### src/rtl/build_info_pkg.sv
// Shared definitions for the build-identification register block.
// Holds the default identification word, the fixed word offsets at the
// bottom of the register map, status word bit positions, a helper to size
// the map, and the timestamp capture FSM state type.
package build_info_pkg;

    localparam logic [31:0] ID_WORD_DEFAULT = 32'hB1D0_0001;

    // Fixed word offsets; the hash words start at ADDR_HASH0.
    localparam int ADDR_ID     = 0;
    localparam int ADDR_STATUS = 1;
    localparam int ADDR_HASH0  = 2;

    // Status word layout.
    localparam int STATUS_VALID_BIT = 0;
    localparam int STATUS_HW_LSB    = 8;
    localparam int STATUS_NUSER_LSB = 16;

    // ID + status + hash words + timestamp + user words.
    function automatic int num_words(input int hash_w, input int num_user);
        return 3 + (hash_w / 32) + num_user;
    endfunction

    typedef enum logic [1:0] {
        IDLE,
        WAIT,
        CAPTURED
    } cap_state_e;

endpackage

### src/rtl/usr_access_capture.sv
// USR_ACCESS timestamp capture.
// Synchronises DATAVALID through two flops, registers DATA once, and only
// captures DATA once it has been seen stable (with DATAVALID high) for
// STABLE_CYCLES consecutive cycles. After capture the block is frozen until
// reset.
// Ports:
//   clk, rst_n      clock, synchronous active-low reset
//   data_i          USR_ACCESS DATA (asynchronous)
//   datavalid_i     USR_ACCESS DATAVALID (asynchronous)
//   timestamp_o     captured DATA value, 0 until capture
//   info_valid_o    high once the timestamp has been captured
module usr_access_capture
    import build_info_pkg::*;
#(
    parameter int STABLE_CYCLES = 16
) (
    input  logic        clk,
    input  logic        rst_n,
    input  logic [31:0] data_i,
    input  logic        datavalid_i,
    output logic [31:0] timestamp_o,
    output logic        info_valid_o
);

    logic        dv_meta_q,    dv_meta_d;
    logic        dv_sync_q,    dv_sync_d;
    logic [31:0] data_q,       data_d;
    logic [31:0] cmp_q,        cmp_d;
    logic [7:0]  cnt_q,        cnt_d;
    cap_state_e  state_q,      state_d;
    logic [31:0] timestamp_q,  timestamp_d;
    logic        info_valid_q, info_valid_d;

    always_comb begin
        dv_meta_d    = datavalid_i;
        dv_sync_d    = dv_meta_q;
        // DATA gets a single register stage; it is never used on its own,
        // only through the stability comparison, so metastability on one
        // sample just restarts the stable window.
        data_d       = data_i;
        cmp_d        = cmp_q;
        cnt_d        = cnt_q;
        state_d      = state_q;
        timestamp_d  = timestamp_q;
        info_valid_d = info_valid_q;

        case (state_q)
            IDLE: begin
                if (dv_sync_q) begin
                    cmp_d = data_q;
                    cnt_d = 8'd1;
                    // The first valid sample already counts as one stable cycle.
                    if (STABLE_CYCLES == 1) begin
                        state_d      = CAPTURED;
                        timestamp_d  = data_q;
                        info_valid_d = 1'b1;
                    end else begin
                        state_d = WAIT;
                    end
                end
            end
            WAIT: begin
                if (!dv_sync_q) begin
                    state_d = IDLE;
                    cnt_d   = 8'd0;
                end else if (data_q != cmp_q) begin
                    // Restart the stable window on the new value.
                    cmp_d = data_q;
                    cnt_d = 8'd1;
                end else if (cnt_q + 8'd1 == 8'(STABLE_CYCLES)) begin
                    cnt_d        = cnt_q + 8'd1;
                    state_d      = CAPTURED;
                    timestamp_d  = cmp_q;
                    info_valid_d = 1'b1;
                end else begin
                    cnt_d = cnt_q + 8'd1;
                end
            end
            CAPTURED: begin
                state_d = CAPTURED;
            end
            default: begin
                state_d = IDLE;
                cnt_d   = 8'd0;
            end
        endcase
    end

    always_ff @(posedge clk) begin
        if (!rst_n) begin
            dv_meta_q    <= 1'b0;
            dv_sync_q    <= 1'b0;
            data_q       <= '0;
            cmp_q        <= '0;
            cnt_q        <= '0;
            state_q      <= IDLE;
            timestamp_q  <= '0;
            info_valid_q <= 1'b0;
        end else begin
            dv_meta_q    <= dv_meta_d;
            dv_sync_q    <= dv_sync_d;
            data_q       <= data_d;
            cmp_q        <= cmp_d;
            cnt_q        <= cnt_d;
            state_q      <= state_d;
            timestamp_q  <= timestamp_d;
            info_valid_q <= info_valid_d;
        end
    end

    assign timestamp_o  = timestamp_q;
    assign info_valid_o = info_valid_q;

endmodule

### src/rtl/build_info_regs.sv
// Build-identification register block.
// Read-only word-addressed register file exposing: an ID constant, a
// self-describing status word, the build git hash (LS word first), the
// USR_ACCESS timestamp and NUM_USER static user words. Reads have a fixed
// one-cycle latency and are fully pipelined.
// Ports:
//   clk, rst_n               clock, synchronous active-low reset
//   hash_i                   build git hash (static)
//   usr_access_data_i        USR_ACCESS DATA (asynchronous)
//   usr_access_datavalid_i   USR_ACCESS DATAVALID (asynchronous)
//   user_words_i             static user words, word k at [32k+31:32k]
//   rd_req_i, rd_addr_i      read request / word address
//   rd_ack_o, rd_data_o      read acknowledge / data (data holds when idle)
//   rd_err_o                 address out of range, valid with rd_ack_o
//   info_valid_o             timestamp captured
//   timestamp_o              captured timestamp
module build_info_regs
    import build_info_pkg::*;
#(
    parameter int          HASH_W        = 64,
    parameter int          NUM_USER      = 2,
    parameter int          STABLE_CYCLES = 16,
    parameter logic [31:0] ID_WORD       = ID_WORD_DEFAULT,
    parameter int          AW            = 4
) (
    input  logic                     clk,
    input  logic                     rst_n,
    input  logic [HASH_W-1:0]        hash_i,
    input  logic [31:0]              usr_access_data_i,
    input  logic                     usr_access_datavalid_i,
    input  logic [NUM_USER*32-1:0]   user_words_i,
    input  logic                     rd_req_i,
    input  logic [AW-1:0]            rd_addr_i,
    output logic                     rd_ack_o,
    output logic [31:0]              rd_data_o,
    output logic                     rd_err_o,
    output logic                     info_valid_o,
    output logic [31:0]              timestamp_o
);

    localparam int HW         = HASH_W / 32;
    localparam int NUM_WORDS  = num_words(HASH_W, NUM_USER);
    localparam int ADDR_TS    = ADDR_HASH0 + HW;
    localparam int ADDR_USER0 = ADDR_TS + 1;
    localparam int MAP_DEPTH  = 2 ** AW;

    usr_access_capture #(
        .STABLE_CYCLES (STABLE_CYCLES)
    ) u_capture (
        .clk          (clk),
        .rst_n        (rst_n),
        .data_i       (usr_access_data_i),
        .datavalid_i  (usr_access_datavalid_i),
        .timestamp_o  (timestamp_o),
        .info_valid_o (info_valid_o)
    );

    logic [31:0] status_word;

    always_comb begin
        status_word                            = '0;
        status_word[STATUS_VALID_BIT]          = info_valid_o;
        status_word[STATUS_HW_LSB +: 8]        = 8'(HW);
        status_word[STATUS_NUSER_LSB +: 8]     = 8'(NUM_USER);
    end

    // The map covers the full address space so the read index needs no
    // width adaptation; unused slots read as 0 and are flagged by rd_err.
    logic [31:0] word_map [MAP_DEPTH];

    for (genvar gi = 0; gi < MAP_DEPTH; gi++) begin : g_word
        if (gi == ADDR_ID) begin : g_id
            assign word_map[gi] = ID_WORD;
        end else if (gi == ADDR_STATUS) begin : g_status
            assign word_map[gi] = status_word;
        end else if (gi < ADDR_TS) begin : g_hash
            assign word_map[gi] = hash_i[32*(gi-ADDR_HASH0) +: 32];
        end else if (gi == ADDR_TS) begin : g_ts
            assign word_map[gi] = timestamp_o;
        end else if (gi < NUM_WORDS) begin : g_user
            assign word_map[gi] = user_words_i[32*(gi-ADDR_USER0) +: 32];
        end else begin : g_unused
            assign word_map[gi] = '0;
        end
    end

    logic        rd_ack_q,  rd_ack_d;
    logic [31:0] rd_data_q, rd_data_d;
    logic        rd_err_q,  rd_err_d;

    always_comb begin
        rd_ack_d  = rd_req_i;
        rd_data_d = rd_data_q;
        rd_err_d  = rd_err_q;
        if (rd_req_i) begin
            if (32'(rd_addr_i) < 32'(NUM_WORDS)) begin
                rd_data_d = word_map[rd_addr_i];
                rd_err_d  = 1'b0;
            end else begin
                rd_data_d = '0;
                rd_err_d  = 1'b1;
            end
        end
    end

    always_ff @(posedge clk) begin
        if (!rst_n) begin
            rd_ack_q  <= 1'b0;
            rd_data_q <= '0;
            rd_err_q  <= 1'b0;
        end else begin
            rd_ack_q  <= rd_ack_d;
            rd_data_q <= rd_data_d;
            rd_err_q  <= rd_err_d;
        end
    end

    assign rd_ack_o  = rd_ack_q;
    assign rd_data_o = rd_data_q;
    assign rd_err_o  = rd_err_q;

endmodule

### config.mk
export PLATFORM = sky130hd
export DESIGN_NAME = build_info_regs
export DESIGN_NICKNAME = d
export VERILOG_FILES = /design/src/rtl/build_info_pkg.sv /design/src/rtl/usr_access_capture.sv /design/src/rtl/build_info_regs.sv
export SDC_FILE = /design/constraint.sdc
export NUM_CORES = 1
export LEC_CHECK = 0
export ABC_CLOCK_PERIOD_IN_PS = 2450
export BUFFER_PORTS_ARGS = -buffer_cell sky130_fd_sc_hd__buf_2
export CAP_MARGIN = 20
export CELL_PAD_IN_SITES_DETAIL_PLACEMENT = 2
export CELL_PAD_IN_SITES_GLOBAL_PLACEMENT = 2
export CORE_ASPECT_RATIO = 0.7
export CORE_UTILIZATION = 30
export CTS_CLUSTER_SIZE = 16
export DETAILED_ROUTE_END_ITERATION = 16
export GPL_ROUTABILITY_DRIVEN = 0
export PLACE_DENSITY_LB_ADDON = 0.1
export SLEW_MARGIN = 20
export SYNTH_ARGS = -nofsm -noshare
export SYNTH_HDL_FRONTEND = slang
export SYNTH_SLANG_ARGS = --single-unit
export TNS_END_PERCENT = 10
### constraint.sdc
create_clock -name clk -period 2.45 [get_ports clk]
set_clock_uncertainty 0.15 [all_clocks]
set_input_delay 0.735 -clock clk [delete_from_list [all_inputs] [get_ports clk]]
set_output_delay 0.735 -clock clk [all_outputs]
set_load 0.01 [all_outputs]
=== Word level (Yosys, flattened, before mapping) ===
Cells that the tools add are included.

* Flip-flop bits (word level): 143
* Word-level logic and storage cells: 50

* $add $sub $neg: 1
* $lt $le $gt $ge: 2
* Equal/unequal tests: 9
* Multiplexer cells: 18
* Bitwise gates (word level): 3
* Reductions and logical operators: 6

{| class="wikitable"
|+ Operators with widths
! operator !! number
|-
| 32-bit two-way mux || 6
|-
| 32-bit binary-select mux with 4-bit select || 1
|-
| 32-bit one-hot mux with 2 select lines || 1
|-
| 32-bit inequality test || 1
|-
| 8-bit two-way mux || 3
|-
| 8-bit one-hot mux with 3 select lines || 1
|-
| 8-bit by 1-bit adder with 8-bit output (second input constant) || 1
|-
| 8-bit by 5-bit == test with 1-bit output (second input constant) || 1
|-
| 2-bit two-way mux || 4
|-
| 4-bit AND reduction || 2
|-
| 2-bit by 1-bit inequality test with 1-bit output (second input constant) || 3
|-
| 3-bit inequality test (second input constant) || 2
|-
| 2-bit one-hot mux with 3 select lines || 1
|-
| 5-bit >= comparator (second input constant) || 1
|-
| 4-bit NOT with 5-bit output || 1
|-
| 4-bit by 3-bit less-than comparator with 1-bit output (second input constant) || 1
|-
| 3-bit AND reduction || 1
|-
| 2-bit by 1-bit == test with 1-bit output (second input constant) || 1
|-
| 2-bit == test (second input constant) || 1
|-
| 2-bit zero test || 1
|-
| 1-bit NOT || 2
|-
| 2-bit AND reduction || 1
|-
| 2-bit nonzero test || 1
|-
| 1-bit two-way mux || 1
|}

=== Longest topological paths before layout ===
* Word-level depth: 6
* Depth in mapped cells: 8

=== Modules after synthesis ===
A second synthesis with hierarchy kept.

* Cell total of the unflattened synthesis: 732
* Area, all modules: 6637.6 sq um

{| class="wikitable"
|+ By module, submodules not included
! module !! times used !! cells an instance !! area an instance (sq um) !! sequential area each (sq um)
|-
| usr_access_capture || 1 || 445 || 4222.8 || 2182.1
|-
| build_info_regs || 1 || 287 || 2414.8 || 680.7
|}

=== Least setup slack after synthesis ===
OpenSTA, ideal clock, no wires.

* Path type: input to register
* Start: input rd_addr_i[1]
* End: register rd_data_q[1], in the netlist rd_data_o[1]
* Library setup time: 0.115 ns
* Arrival time: 1.981 ns
* Setup slack: 0.204 ns
* Stages: 8
* Path buffers: 3
* Cell sequence: buf_2 > and2_1 > buf_2 > nand2_1 > nand3b_1 > clkbuf_1 > o22ai_1 > and2_1

* Longest elaborated chain between the ends: 5
* Elaborated cells between the ends (all ways): 6
* Those cells by class: 1 x order compare; 4 x mux; 1 x bitwise

{| class="wikitable"
|+ RTL lines
! item !! line !! RTL
|-
| start: declaration || build_info_regs.sv:33 || <nowiki>input logic [AW-1:0] rd_addr_i,</nowiki>
|-
| 4-bit NOT with 5-bit output (implied by the code) || build_info_regs.sv:97 || <nowiki>rd_data_d = word_map[rd_addr_i];</nowiki>
|-
| 32-bit binary-select mux with 4-bit select || build_info_regs.sv:97 ||
|-
| 32-bit two-way mux (implied by the code) (2 in series) || build_info_regs.sv:97 ||
|-
| 32-bit two-way mux (*) || build_info_regs.sv:96 || <nowiki>if (32'(rd_addr_i) < 32'(NUM_WORDS)) begin</nowiki>
|-
| end signal: assignment || build_info_regs.sv:113 || <nowiki>rd_data_q <= rd_data_d;</nowiki>
|-
| end: declaration || build_info_regs.sv:88 || <nowiki>logic [31:0] rd_data_q, rd_data_d;</nowiki>
|}

Mark *: on every way between the ends. The rest lies on a longest branch, timed or not. The select of a mux whose other input is x is not followed.
A chain may end at the register's enable or synchronous reset.

=== Final worst setup path ===
* Start: register u_capture.cmp_q[27]
* End: register u_capture.timestamp_q[13], in the netlist u_capture.timestamp_o[13]

* Longest elaborated chain between the ends: 3

{| class="wikitable"
|+ RTL lines
! item !! line !! RTL
|-
| start: declaration || usr_access_capture.sv:28 || <nowiki>logic [31:0] cmp_q, cmp_d;</nowiki>
|-
| start signal: assignment || usr_access_capture.sv:103 || <nowiki>cmp_q <= cmp_d;</nowiki>
|-
| 32-bit inequality test || usr_access_capture.sv:66 || <nowiki>end else if (data_q != cmp_q) begin</nowiki>
|-
| 1-bit NOT (no source line) || - ||
|-
| 4-bit AND reduction (no source line) || - ||
|-
| end signal: assignment || usr_access_capture.sv:106 || <nowiki>timestamp_q <= timestamp_d;</nowiki>
|-
| end: declaration || usr_access_capture.sv:31 || <nowiki>logic [31:0] timestamp_q, timestamp_d;</nowiki>
|}

Every way passes these cells.

==> impl_metrics.ini <==
[routing]
vias = 7683
routed_via_density = 5.280
postRouteWirelength_um = 30000
drtIter0Drc = 304
drtAntennaViolNets = 0
dr.pass1.iters = 4
drc_errors = 0
routedWlPerCell_um = 20.62

[finish]
most-common-layout-cells = buf_2, dfxtp_1, nand2_1, nand3_1
drive_gt1_share_pct = 29.70
areaGrowthSynthToFinish_pct = 29.29
final_common_cell = buf_2
seq_area_um2 = 2863
multi_input_area_um2 = 4352
fillers = 2828
stdcell_count = 1455
nNetsFinal = 1285

[logic_synthesis]
synth-edff-count = 0
synth_area_per_cell_um2 = 8.463
yosysUniqueCellTypes = 44
synth_area_um2 = 7719
synth_flop_cell = dfxtp_1
synth_cells = 912
synth_fp_nets = 1081
synth_seq_area_share_pct = 37.09
yosys_warnings = 0
synthArstFlopShare_pct = 0
synth_seq_cells = 143

[floorplanning]
row_count = 48
ios = 235
die_h_um = 136.2
die_w_um = 193.7
start_util_pct = 30.97
dieArea_um2 = 26380
core-area_um2 = 24920

[worst_setup_path]
start_kind = register
path_max_fanout = 17
path_buf_inv = 3
crit_slowest_cell = dfxtp_1
critPathArrivalTime_ps = 2540
endpoint_kind = register
cp_data_required_time_ps = 2640
cpLargestDelayFamily = simple AND/OR/NAND/NOR gates
critical_path.max_stage_delay_ps = 340
critPathMostFrequentCell = buf_4
path_cells = xor2_1, nor4_1, buf_4, nand4_1, buf_4, nor3_4, buf_12, mux2i_1
startpoint = u_capture.cmp_q[27]
crit-reg2reg-launch = u_capture.cmp_q[27]
worst-setup-path-type = reg -> reg

[global_routing]
busiest_layer = met2
gr-usage-met3_pct = 4.317
grt_pass1_wl_um = 45740
overflow = 0
grt_pass1_vias = 7934
gr-usage-all-layers_pct = 22.55
grt.met2_usage_pct = 37.36
antenna_found_initial = 2
grt_util_met1_pct = 29.88
grt_start_max_net_pins = 73

[timing]
fin_hold_ws_ps = 287.8
maxSlewHeadroom_pct = 63.85
tns_ps = 0
worstMarginPinSlew_ps = 540.3
report.final.slew_viol_count = 0
finalHoldViolations = 0
fin_crit_ps = 2348
period_share_pct = 95.84
setup_viol = 0
fmax_mhz = 425.9

[clocking]
clkSlewWorstSetupHoldPaths_ps = 60
numCtsBuffers = 17
cts-root-buf = clkbuf_16
clock-sinks = 143
insertion_delay_ps = 430
cts_tree = done
htree_levels = 4
cts_hold_buf = 0
clockBufferDepth = 2

[power]
vdd.ir_drop.worst_mv = 0.4223
leakagePower_nw = 4.331
power_density_nw_per_um2 = 581.3

[placed_design]
dpl.cell_count = 1421
dpl.hpwl_um = 21930
port_buffers = 234

[status]
status = finished, final reports clean

[hold_path]
hp-start = u_capture.dv_meta_q
holdCritPathClass = reg -> reg

[job]
max_cap_violations = 0
-- state kept, by name (all words and copies together) (netlist names) --
register                flops
u_capture.cnt_q             8
u_capture.info_valid_o      1
u_capture.data_q           32
rd_ack_o                    1
rd_data_o                  32
u_capture.dv_meta_q         1
u_capture.timestamp_o      32
u_capture.cmp_q            32
rd_err_o                    1
u_capture.state_q           2
u_capture.dv_sync_q         1
-- timing repair --
item,CTS,global route
buffers inserted,0,0
endpoints found under the hold margin,0,0
endpoints found under the setup margin,0,28
gates resized for setup,0,2
-- worst reg2reg max path, cell delays in order, from the launching register on --
cell and delay, ps:
dfxtp_1 340, xor2_1 220, nor4_1 310, buf_4 200, nand4_1 100, buf_4 180, nor3_4 290, buf_12 230
mux2i_1 250
-- cells by family after synthesis --
family | synth area share, %
flip-flops | 37.09
buffers and inverters | 6.938
adder cells (fa/ha/maj) | 0.1621
multiplexers | 11.64
AND/OR/NAND/NOR | 21.35
AO/OA/AOI/OAI | 19.19
XOR/XNOR | 3.631
-- area by class of cell --
class,instances,share of cell area [%]
antenna,2,0.05015
tap,325,4.075
clock inverter,13,1.429
clock buffer,18,4.401
multi-input combinational,644,43.61
inverter,35,1.316
sequential,143,28.69
timing repair buffer,275,16.44
-- report_power, final --
part	internal [W]	total (W)	switching (W)
Sequential	0.00240	0.00246	0.0000629
Clock	0.00152	0.00262	0.00110
Combinational	0.000336	0.000726	0.000390
-- cells in the mapped netlist, types with 2 or more instances --
library cell / n / area [um2]
dfxtp_1: 143 / 2863
nand2_1: 75 / 281.5
nand3_1: 66 / 330.3
and2_1: 65 / 406.6
mux2i_1: 65 / 650.6
clkbuf_1: 61 / 229.0
nor2_1: 48 / 180.2
inv_1: 34 / 127.6
and3_1: 33 / 206.5
a21oi_1: 32 / 160.2
a41oi_1: 32 / 280.3
o211ai_1: 32 / 240.2
xor2_1: 32 / 280.3
o22ai_1: 24 / 150.1
o2bb2ai_1: 24 / 210.2
a22oi_1: 22 / 165.2
mux2_2: 22 / 247.7
buf_2: 19 / 95.09
a211oi_1: 11 / 82.58
nor4_1: 9 / 56.30
nand2b_1: 8 / 50.05
nor2b_1: 8 / 50.05
a211o_1: 6 / 52.55
o2111ai_1: 6 / 52.55
buf_1: 5 / 18.77
o21a_1: 5 / 37.54
buf_8: 3 / 45.04
nand4_1: 3 / 18.77
a311oi_1: 2 / 17.52
and4_1: 2 / 17.52
nor3_1: 2 / 10.01
-- final timing paths --
| path | slack [ps] | end | cells past startpoint |
|---|---|---|---|
| max | 100 | u_capture.timestamp_o[13] | 8 |
| min | 290 | u_capture.dv_sync_q | 1 |
| max reg2reg | 100 | u_capture.timestamp_o[13] | 8 |
| min reg2reg | 290 | u_capture.dv_sync_q | 1 |
-- metal layers --
metal | part of all wire (%) | wire length [um]
met5 | 0 | 0
met3 | 3.8 | 1132
met4 | 1.7 | 497
met1 | 47 | 14100
met2 | 48 | 14280
-- metrics by stage --
| step | total power [W] | setup slack, ps | utilization (%) | area (um2) |
|---|---|---|---|---|
| after floorplan | 0.002886 | 203.6 | - | 7719 |
| after global placement | 0.003224 | 183.6 | 37.54 | 9355 |
| after detailed placement | 0.003236 | 117.2 | 37.54 | 9355 |
| after global routing | 0.006048 | -0.1099 | 40.03 | 9977 |
| final | 0.005802 | 102.0 | 40.04 | 9980 |
| after CTS | 0.005878 | 87.32 | 39.87 | 9937 |
Note: power is estimated with default switching activity, not from simulation.
